[config.mk]
export PLATFORM = sky130hd
export DESIGN_NAME = phase_timer_regs
export DESIGN_NICKNAME = d
export VERILOG_FILES = /design/src/rtl/phase_timer_regs.sv
export SDC_FILE = /design/constraint.sdc
export NUM_CORES = 1
export LEC_CHECK = 0
export BUFFER_PORTS_ARGS = -buffer_cell sky130_fd_sc_hd__buf_2
export CAP_MARGIN = 20
export CORE_MARGIN = 4
export CORE_UTILIZATION = 25
export CTS_CLUSTER_DIAMETER = 50
export DETAILED_ROUTE_END_ITERATION = 6
export GPL_TIMING_DRIVEN = 0
export PLACE_DENSITY_LB_ADDON = 0.3
export SYNTH_ARGS = -nofsm -noshare
export SYNTH_HDL_FRONTEND = slang
export SYNTH_SLANG_ARGS = --single-unit
[constraint.sdc]
create_clock -name clk -period 2.8 [get_ports clk]
set_input_delay 0.14 -clock clk [delete_from_list [all_inputs] [get_ports clk]]
set_output_delay 0.14 -clock clk [all_outputs]
set_load 0.005 [all_outputs]
[src/rtl/phase_timer_regs.sv]
// Programmable phase-duration register file with a cyclic countdown sequencer.
// Host reads/writes durations over the cs/w_r/addr bus; the sequencer walks the phases on tick.
module phase_timer_regs #(
    parameter int unsigned NPH     = 3,
    parameter int unsigned AW      = 2,
    parameter int unsigned DW      = 6,
    parameter int unsigned DEF_DUR = 5
) (
    input  logic          clk,
    input  logic          rst,
    input  logic          cs,
    input  logic          w_r,
    input  logic [AW-1:0] addr,
    input  logic [DW-1:0] w_data,
    output logic [DW-1:0] r_data,
    input  logic          run,
    input  logic          tick,
    output logic [AW-1:0] phase,
    output logic [DW-1:0] remain,
    output logic          phase_done,
    output logic          busy
);

    localparam logic [AW-1:0] LAST_PH = AW'(NPH - 1);
    localparam logic [DW-1:0] DEF_VAL = DW'(DEF_DUR);

    typedef enum logic [1:0] {
        IDLE,
        LOAD,
        COUNT
    } state_e;

    state_e        state_q, state_d;
    logic [AW-1:0] phase_q, phase_d;
    logic [DW-1:0] remain_q, remain_d;
    logic          done_q, done_d;
    logic [DW-1:0] rdata_q;
    logic [DW-1:0] dur_q [NPH];

    logic          wr_en;
    logic          rd_en;
    logic [DW-1:0] rd_val;
    logic [DW-1:0] ph_dur;

    assign wr_en = !cs && w_r;
    assign rd_en = !cs && !w_r;

    // Out-of-range addresses match no entry, so they read as 0 and write nothing.
    always_comb begin
        rd_val = '0;
        ph_dur = '0;
        for (int unsigned i = 0; i < NPH; i++) begin
            if (addr == AW'(i)) begin
                rd_val = dur_q[i];
            end
            if (phase_q == AW'(i)) begin
                ph_dur = dur_q[i];
            end
        end
    end

    // State register and datapath registers
    always_ff @(posedge clk) begin
        if (rst) begin
            state_q  <= IDLE;
            phase_q  <= '0;
            remain_q <= '0;
            done_q   <= 1'b0;
            rdata_q  <= '0;
            for (int unsigned i = 0; i < NPH; i++) begin
                dur_q[i] <= DEF_VAL;
            end
        end else begin
            state_q  <= state_d;
            phase_q  <= phase_d;
            remain_q <= remain_d;
            done_q   <= done_d;
            if (rd_en) begin
                rdata_q <= rd_val;
            end
            for (int unsigned i = 0; i < NPH; i++) begin
                if (wr_en && (addr == AW'(i))) begin
                    dur_q[i] <= w_data;
                end
            end
        end
    end

    // Next-state logic; run low forces IDLE ahead of any tick.
    always_comb begin
        state_d = state_q;
        if (!run) begin
            state_d = IDLE;
        end else begin
            unique case (state_q)
                IDLE:    state_d = LOAD;
                LOAD:    state_d = COUNT;
                COUNT:   if (tick && (remain_q <= DW'(1))) state_d = LOAD;
                default: state_d = IDLE;
            endcase
        end
    end

    // Datapath next values
    always_comb begin
        phase_d  = phase_q;
        remain_d = remain_q;
        done_d   = 1'b0;
        if (!run) begin
            phase_d  = '0;
            remain_d = '0;
        end else begin
            unique case (state_q)
                IDLE: begin
                    phase_d  = '0;
                    remain_d = '0;
                end
                LOAD: begin
                    remain_d = (ph_dur == '0) ? DW'(1) : ph_dur;
                end
                COUNT: begin
                    if (tick) begin
                        if (remain_q <= DW'(1)) begin
                            done_d   = 1'b1;
                            phase_d  = (phase_q == LAST_PH) ? '0 : phase_q + AW'(1);
                            remain_d = '0;
                        end else begin
                            remain_d = remain_q - DW'(1);
                        end
                    end
                end
                default: begin
                    phase_d  = '0;
                    remain_d = '0;
                end
            endcase
        end
    end

    assign r_data     = rdata_q;
    assign phase      = phase_q;
    assign remain     = remain_q;
    assign phase_done = done_q;
    assign busy       = (state_q != IDLE);

endmodule
Word level (Yosys, flattened, before mapping)
Memory sizes are Yosys's and may differ from the RTL's.
Cells that the tools add are included.
{ "classes": {"add_sub_neg": 2, "n_mul": 0, "div_mod_pow": 0, "order_cmp": 1, "n_eq_ne": 9, "shift": 0, "n_mux": 31, "bitwise": 7, "n_reduce_logical": 16} }
{ "ops": {"columns": ["op", "n"], "rows": [
  ["$mux W6", 12],
  ["$mux W1", 12],
  ["$pmux W6 S2", 1],
  ["$mux W2", 4],
  ["$eq A2 B1 Y1 const B", 3],
  ["$eq A2 B2 Y1 const B", 3],
  ["$le A6 B1 Y1 const B", 1],
  ["$logic_and A1 B1 Y1", 6],
  ["$logic_not A2 Y1", 3],
  ["$logic_not A6 Y1", 1],
  ["$ne A2 B2 Y1 const B", 3],
  ["$pmux W2 S3", 1],
  ["$sub A6 B1 Y6 const B", 1],
  ["$not A1 Y1", 4],
  ["$pmux W2 S2", 1],
  ["$reduce_or A4 Y1", 1],
  ["$or A1 B1 Y1", 3],
  ["$reduce_and A3 Y1", 1],
  ["$add A2 B1 Y2 const B", 1],
  ["$logic_not A1 Y1", 2],
  ["$reduce_bool A2 Y1", 1],
  ["$reduce_or A2 Y1", 1]
]} }
{ "word_totals": {"ff_bits": 17, "latchBits": 0, "ramBits": 18, "romBits": 0, "mem_count": 1} }
{ "mem_list": {"columns": ["memory", "words", "word_bits", "rd", "rd_clocked_by_memory_dff", "wr", "line", "source"], "rows": [
  ["dur_q", 3, 6, 3, 0, 3, "38", "logic [DW-1:0] dur_q [NPH];"]
]} }

Logic depth before layout (Yosys ltp)
Gate-level depths: netlist of the first run.
{ "depth": {"word_depth": 7, "depth_mapped": 7} }

Least setup slack after synthesis of the first run
Ideal clock, no wire load.
{ "synth_path": {"path_kind": "reg-to-reg", "from": "register remain_q[5] (netlist: remain[5])", "to": "register phase_q[0] (netlist: phase[0])", "arrival_time_ns": 1.703, "required_time_ns": 2.726, "path_slack_ns": 1.023, "path_stages_with_launch": 6, "path_cell_list": "dfxtp_1 nor4_2 o211ai_2 or4b_1 or3_1 o21ai_0"} }
{ "synth_via": {"elab_chain_len": 3} }
{ "synth_rtl": {"columns": ["item", "line", "source"], "rows": [
  ["from (decl)", "35", "logic [DW-1:0] remain_q, remain_d;"],
  ["from (signal assigned)", "76", "remain_q <= remain_d;"],
  ["$le A6 B1 Y1", "123", "if (remain_q <= DW'(1)) begin"],
  ["$ne A2 B2 Y1 (no source line)", null, null],
  ["$reduce_and A3 Y1 (no source line)", null, null],
  ["to (signal assigned)", "75", "phase_q <= phase_d;"],
  ["to (decl)", "34", "logic [AW-1:0] phase_q, phase_d;"]
]} }
No other way between the ends.
A chain may end at the register's enable or synchronous reset.

Final worst setup path of the first run
{ "layout_path": {"from": "register state_q[0]", "to": "register remain_q[3] (netlist: remain[3])"} }
{ "layout_via": {"elab_chain_len": 2} }
{ "layout_rtl": {"columns": ["item", "line", "source"], "rows": [
  ["from (decl)", "33", "state_e state_q, state_d;"],
  ["from (signal assigned)", "74", "state_q <= state_d;"],
  ["$eq A2 B2 Y1 / $eq A2 B1 Y1 (equally long branches)", "113", "unique case (state_q)"],
  ["$pmux W6 S2 / $ne A2 B2 Y1 (equally long branches)", null, null]
]} }
Parallel ways exist; a longest one is shown, timed or not.

==> run summary, run 1 <==
The root buffer cell was sky130_fd_sc_hd__clkbuf_8. The H-tree generated during clock tree synthesis spans 2 levels. For the number of nets in the layout, the log shows 231. The fraction of post-synthesis cell area in the top cell type by area was 0.310; the number of buffers inserted by hold repair at cts was 0. The net count after synthesis was 195. For this run, the number of Yosys warnings is 0. The number of sinks on the clock net is 35. Gates resized during post-CTS repair numbered 0.

The tools report the worst setup skew after layout as 0.00260 ns. Complex-gate fraction of the synthesized area: 0.184. Dividing total power by cell area gives a power density of 505 mW/mm².

Simple-gate share of the synthesized area: 0.160. Critical register-to-register path endpoint: remain[3]. The die span in x was 91.5 µm; the synthesized-area fraction occupied by xor and xnor cells was 0.

For the flop-to-flop setup slack, the log shows 0.76 ns. The count of buffers added on input and output ports is 27. The number of failing hold endpoints at the final stage came out at 0. For the number of different library cells in the post-synthesis netlist, the log shows 33. The tools report the number of global-route vias before repair as 1,403.

The first global-routing pass estimated 6710 µm of wire. The portion of total power attributed to combinational logic is 0.105. For the starting utilization of the core area, the log shows 0.257. Clock latency on the worst-skew pair, taken at its later pin, is 0.29 ns.

Summing all multi-input logic gate instances after layout gives 792 µm². The number of cells on the worst reg-to-reg path is 7. The logs give 0.000292 V for the worst ir drop on vdd and 0.469 for the max-slew headroom at the worst pin. The tools report the sequential standard cell area as 881 µm². STA classifies the critical path endpoint as a flop. The largest net degree at the start of global routing came out at 13. The routed layout has 1,415 vias. Max-cap violations in this run came to 0.

The reported net switching power is 0.274 mW, and the switching portion of total power is 0.259. For hold timing, the worst endpoint is dur_q[0][8]. Of all cell types, the one taking the most synthesized area is sky130_fd_sc_hd__edfxtp_1. The global router's overall resource usage is 0.102. In the final timing run, aggregate negative setup slack is 0 ns. The detailed router finished its first iteration with 79 violations.

The startpoint of the worst hold path is w_data[2]. The run gives 0.161 ns as the hold slack. The detail route stage leaves a number of antenna-violating nets equal to 0. The number of antenna violations at the first check in global routing came out at 0. Yosys attributes the largest share of cell area to sky130_fd_sc_hd__edfxtp_1, sky130_fd_sc_hd__dfxtp_1, sky130_fd_sc_hd__mux2i_1. From bottom edge to top edge, the die measures 91.5 µm. Final count of pins violating max slew: 0.

A synthesized cell averages 9.91 µm². The worst hold path stage count works out to 2. Setup violations remaining at the end of the flow were counted as 0.

The leading register cell type out of synthesis was sky130_fd_sc_hd__edfxtp_1. Clock-pin slew was measured on the worst setup and hold paths at 0.07 ns. The final weighted congestion of routability-driven global placement was 0.769; the mux share of post-synthesis cell area was 0.0746. Synthesis handed over a netlist of 176 instances.

For this design the static power due to leakage is 0.802 nW. The post-route clock period utilization is 0.730. The logs give 30 for the number of cell rows and 0 for the total congestion overflow.

Setup repair after global routing left no endpoint under its margin. The run gives 0.549 as the share of power burned in registers. The die covers 0.00838 mm². The share of layout cells above drive strength 1 came out at 0.183. The setup path with the least slack is of type flop to flop. After layout, the design draws a total of 1.06 mW. The routed design could run at a clock period as short as 2.04 ns. In this run, synthesis produced a sequential element count of 35. The synthesized area is 0.00174 mm². Origin of the critical flop-to-flop path: state_q[0]. The first detailed-routing pass ran for 4 iterations. The share of flip-flops with an asynchronous set or reset after synthesis is 0.

The worst hold path belongs to the class primary input to flop. The total wire length after detailed routing was 4030 µm; the clock tree buffer depth was 2. For the worst setup path, the data required time is 3.03 ns. Number of CTS-inserted buffers: 5. The average wire length per cell after detail routing is 13.0 µm, and the total core area is 0.00679 mm².

Data on the critical path arrives at its endpoint at 2.28 ns. The tools report the internal portion of total power as 0.785 mW. Counting the fill cells in the layout gives 725.

The relative area change from synthesis to final layout was 20.3%; the highest clock rate was 0.489 GHz. The number of setup buffers added after CTS is 0. Yosys mapped a number of flops with a built-in enable equal to 18. At the pin with the least slew margin, the transition time is 0.794 ns. The share of total power in the clock network came out at 0.347. The via density per instance was 4.58; the maximum fanout encountered on the critical timing path was 7. In the routed design, unresolved DRC markers number 0.

The run finished with clean final reports. Dominant combinational cell family by area after synthesis: compound AO/OA/AOI/OAI gates. Count of antenna diodes in the layout: 0.

TritonCTS built the clock tree. The critical path startpoint category was a flop. The part of the Yosys area used for sequential elements is 0.505, and the half-perimeter wire length after placement is 3020 µm.

The number of top-level design ports is 30, and the adder-cell share of the synthesized area is 0.0359.
registers in the layout, summed over array words and instances (netlist names):
name / flops
dur_q: 18
phase_done: 1
remain: 6
phase: 2
state_q: 2
r_data: 6
how the worst max path moves through the flow:
stage | from | end | cells after the start
global placement | state_q[0] | remain[3] | 7
detailed placement | addr[0] | dur_q[0][6] | 3
global route | state_q[0] | remain[3] | 7
CTS | state_q[0] | remain[3] | 7
floorplan | remain[5] | phase[0] | 5
finish | state_q[0] | remain[3] | 7
layout make-up:
class,instances,share of cell area
timing repair buffer,29,0.0692
tap,96,0.0572
sequential,35,0.420
buffer,9,0.0161
inverter,10,0.0179
multi-input combinational,122,0.377
clock buffer,5,0.0328
clock inverter,3,0.00954
power groups by stage:
stage | registers [mW] | clock network (mW) | logic [mW]
after global routing | 0.584 | 0.398 | 0.126
final | 0.581 | 0.367 | 0.111
after floorplan | 0.590 | 0 | 0.0711
after global placement | 0.592 | 0 | 0.110
after CTS | 0.581 | 0.378 | 0.111
after detailed placement | 0.593 | 0 | 0.110
Yosys cell counts, types with 3 or more instances:
library cell	number
sky130_fd_sc_hd__o22ai_1	3
sky130_fd_sc_hd__a21oi_1	10
sky130_fd_sc_hd__nand2_1	15
sky130_fd_sc_hd__nand3_1	3
sky130_fd_sc_hd__clkbuf_1	9
sky130_fd_sc_hd__ha_1	5
sky130_fd_sc_hd__nor2_1	18
sky130_fd_sc_hd__o2bb2ai_1	3
sky130_fd_sc_hd__dfxtp_1	17
sky130_fd_sc_hd__nor2b_1	4
sky130_fd_sc_hd__inv_1	10
sky130_fd_sc_hd__mux2i_1	13
sky130_fd_sc_hd__a211oi_1	7
sky130_fd_sc_hd__and2_1	4
sky130_fd_sc_hd__edfxtp_1	18
sky130_fd_sc_hd__o21ai_0	10
sky130_fd_sc_hd__nand2b_1	5
kinds of logic after synthesis:
family | Yosys count
buf+inv | 19
fa+ha+maj | 5
simple gates | 57
flops | 35
mux | 13
compound gates | 47
per-layer routing:
metal	GRT usage	share of wire
met3	0.0273	0.055
met4	0.0465	0.021
met1	0.121	0.43
met5	0	0
met2	0.173	0.49
worst max-delay path, stage by stage, from the launching register on:
cell                      delay [ns]
sky130_fd_sc_hd__dfxtp_1        0.34
sky130_fd_sc_hd__inv_1          0.07
sky130_fd_sc_hd__ha_1           0.22
sky130_fd_sc_hd__nor2b_1        0.17
sky130_fd_sc_hd__nor3b_1        0.67
sky130_fd_sc_hd__nand3_1        0.18
sky130_fd_sc_hd__o21ai_0        0.20
sky130_fd_sc_hd__a22o_1         0.14
metrics by stage:
step	worst slack, ns	instance area, µm²	util	std cells
after global placement	0.733	2000	0.294	299
final	0.756	2100	0.309	309
after global routing	0.453	2100	0.309	309
after detailed placement	0.752	2000	0.294	299
after floorplan	1.02	1740	-	176
after CTS	0.782	2090	0.307	307
cells in the final DEF, fill, tap and decap left out, drive strengths merged, types with 2 or more instances in the layout:
cell type / n
buf: 28
inv: 10
clkinv: 2
dfxtp: 17
a21oi: 10
o22ai: 3
mux2i: 13
a22o: 2
o31ai: 2
nand2b: 5
nor2: 18
o211ai: 2
nor4: 2
nand3: 3
nor2b: 4
edfxtp: 18
a32o: 2
and2: 4
o2bb2ai: 3
a31oi: 2
a41o: 2
nor3: 2
clkbuf: 15
ha: 5
nand2: 15
a211oi: 7
o21ai: 10
Note: power is estimated with default switching activity, not from simulation.
==> run 2, diff against run 1 <==
==> constraint.sdc (replaced) <==
create_clock -name clk -period 1.8 [get_ports clk]
set_input_delay 0.09 -clock clk [delete_from_list [all_inputs] [get_ports clk]]
set_output_delay 0.09 -clock clk [all_outputs]
set_load 0.005 [all_outputs]
==> run summary, run 2 (synthesized netlist as in run 1, its figures left out) <==
The flow ran to the end, and the final reports show no timing, DRC or antenna violations. The share of layout cells above drive strength 1 is 0.236. The startpoint identified for the worst register-to-register timing path is remain[2]. TritonCTS built the clock tree. In the final routed layout, each cell accounts on average for 13.3 µm. The library cells used most frequently in the layout, excluding fill and tap cells, are sky130_fd_sc_hd__buf_2, sky130_fd_sc_hd__nor2_1, sky130_fd_sc_hd__edfxtp_1. The number of antenna-violating nets in the routed design is 0. In this run the horizontal extent of the chip is 91.5 µm.

The min-delay analysis places its worst path in the category primary input to flop. Along the worst path, the maximum fanout reaches 2. The max-slew headroom at the worst pin came out at 0.527. STA classifies the critical path endpoint as a flop. Clock tree synthesis inserted a total of 5 buffers. The clock passes through at most 2 buffers. The time the worst path needs with I/O delays and setup is 1.78 ns. The number of top-level design ports came out at 30. The tools report the number of cell rows as 30. For the total core area, the log shows 0.00679 mm². The number of buffers inserted by hold repair at cts is 0, and the post-layout total power is 1.66 mW. Setup total negative slack on the finished layout was measured at 0 ns.

The tools report the filler cell count in the final layout as 720. Entering global routing, the biggest net connects 13 pins. The worst hold path begins at w_data[2]. In the final design database the tool counted 234 nets.

Prior to clock tree synthesis, the placed netlist has a worst setup slack of -0.200 ns. From bottom edge to top edge, the die measures 91.5 µm. For this run, the detailed router's first-pass iteration total came to 4.

The relative area change from synthesis to final layout is 24.1%. The root buffer cell chosen for the clock tree is sky130_fd_sc_hd__clkbuf_8. After detailed placement, the total cell area comes to 0.00200 mm².

At the end of routability-driven placement, the weighted congestion stood at 0.769. The number of antenna violations at the first check in global routing was 0; the worst setup skew after layout was 0.00263 ns. The final count of pins violating max slew came out at 0.

The worst hold path terminates at dur_q[0][8]. VDD sags by at most 0.000456 V. The CTS H-tree depth is 2. After clock tree synthesis, the clock-pin slew on the worst setup and hold paths is 0.07 ns. The tools report the data arrival at the endpoint of the critical path as 2.00 ns.

The final number of setup-violating endpoints is 0, and the latest clock arrival within the worst-skew pair is 0.29 ns. The worst hold path was traced through 2 stages. The data required time of the worst path is 2.02 ns, and the number of standard cells in the layout, taps in and fillers out is 312. The die footprint came out at 0.00838 mm². The top register by number of flip-flops is dur_q. The finished cells cover 0.00216 mm². STA classifies the critical path startpoint as a flop. For this run the aggregate overflow at the end of global routing stands at 0. The tools report the starting utilization of the core area as 0.257. The number of global-route vias before repair was 1,409; the final core area utilization was 0.319. For the hold slack, the log shows 0.111 ns. The class of the most critical setup path is flop to flop. Post-route clock period utilization: 0.990. The count of routing violations after the opening detailed-route iteration is 54.

Setup repair after global routing could not meet its margin everywhere. At the pin with the least slew margin, the transition time is 0.705 ns. Across all register-to-register paths, the minimum setup slack is 0.02 ns. In this run the power density over the cells is 765 mW/mm².

The register with the most flip-flops in the layout has 18 of them. The depth of the worst register-to-register path works out to 5. Buffers placed on the I/O ports in this run total 27. 0 antenna diodes ended up in the layout. Setup slack on the critical path of the routed design comes to 0.0189 ns. The first global-routing pass estimated 6730 µm of wire.

The final layout contains routed wiring with a total length of 4150 µm. The number of failing hold endpoints at the final stage was 0; the overall via count from detail_route was 1,455. The run gives 3020 µm as the half-perimeter wire length after placement. Leaving out fill and tap cells, the most frequent cell in the layout is sky130_fd_sc_hd__buf_2. The logs give 0 for the post-detailed-route DRC marker count and 299 for the number of placed cells counting well taps. Timing would allow up to 0.561 GHz.

The tool flagged a number of max-cap violations equal to 0. The tools report the number of sinks on the clock net as 35. The via density per instance is 4.66, and the static leakage power is 0.836 nW. The tools report the critical register-to-register path endpoint as phase[0]. The global router's overall resource usage is 0.103.
run 2: cell types whose count changed in the layout (fill, tap and decap cells not counted), sizes merged:
cell    delta
buf        +5
clkbuf     -2
run 2: how the worst max path moves through the flow:
stage                     from        end  slack [ns]  cells after the start
global placement    state_q[0]  remain[3]       -0.27                      7
detailed placement  state_q[0]  remain[3]       -0.20                      7
finish               remain[2]   phase[0]        0.02                      5
global route         remain[2]   phase[0]       -0.03                      5
CTS                  remain[3]   phase[0]       0.008                      5
floorplan            remain[5]   phase[0]        0.02                      5
run 2: power by group:
group	total, mW	switching, mW	internal [mW]
Clock	0.573	0.303	0.270
Sequential	0.901	0.0215	0.879
Combinational	0.183	0.106	0.0764
Total	1.66	0.431	1.23
run 2: final cells by class:
type	count	area, µm²	area share
buffer	7	27.5	0.0127
tap	96	120	0.0555
multi-input combinational	122	820	0.379
timing repair buffer	34	183	0.0844
clock buffer	5	68.8	0.0318
inverter	10	37.5	0.0173
clock inverter	3	20.0	0.00925
sequential	35	888	0.410
run 2: what timing repair did:
| item | 4_1_cts | 5_1_grt |
|---|---|---|
| pin swaps | 3 | 1 |
| cloned | 0 | 0 |
| setup endpoints to repair | 7 | 6 |
| setup buffers | 3 | 2 |
| resized for setup | 7 | 6 |
run 2: per-layer routing:
metal  share of wire  wire, µm  track usage  vias up
met1            0.43      1770        0.122      680
met3           0.066       274       0.0273       10
li1                -         -            -      718
met4           0.020        85       0.0465        0
met5               0         0            0        -
met2            0.49      2020        0.172       47
run 2: critical path: stages, from the launching register on:
cell and delay [ns]:
sky130_fd_sc_hd__dfxtp_4 0.35, sky130_fd_sc_hd__nor4_4 0.32, sky130_fd_sc_hd__o211ai_2 0.15, sky130_fd_sc_hd__or4b_1 0.50
sky130_fd_sc_hd__or3_1 0.32, sky130_fd_sc_hd__o21ai_1 0.08
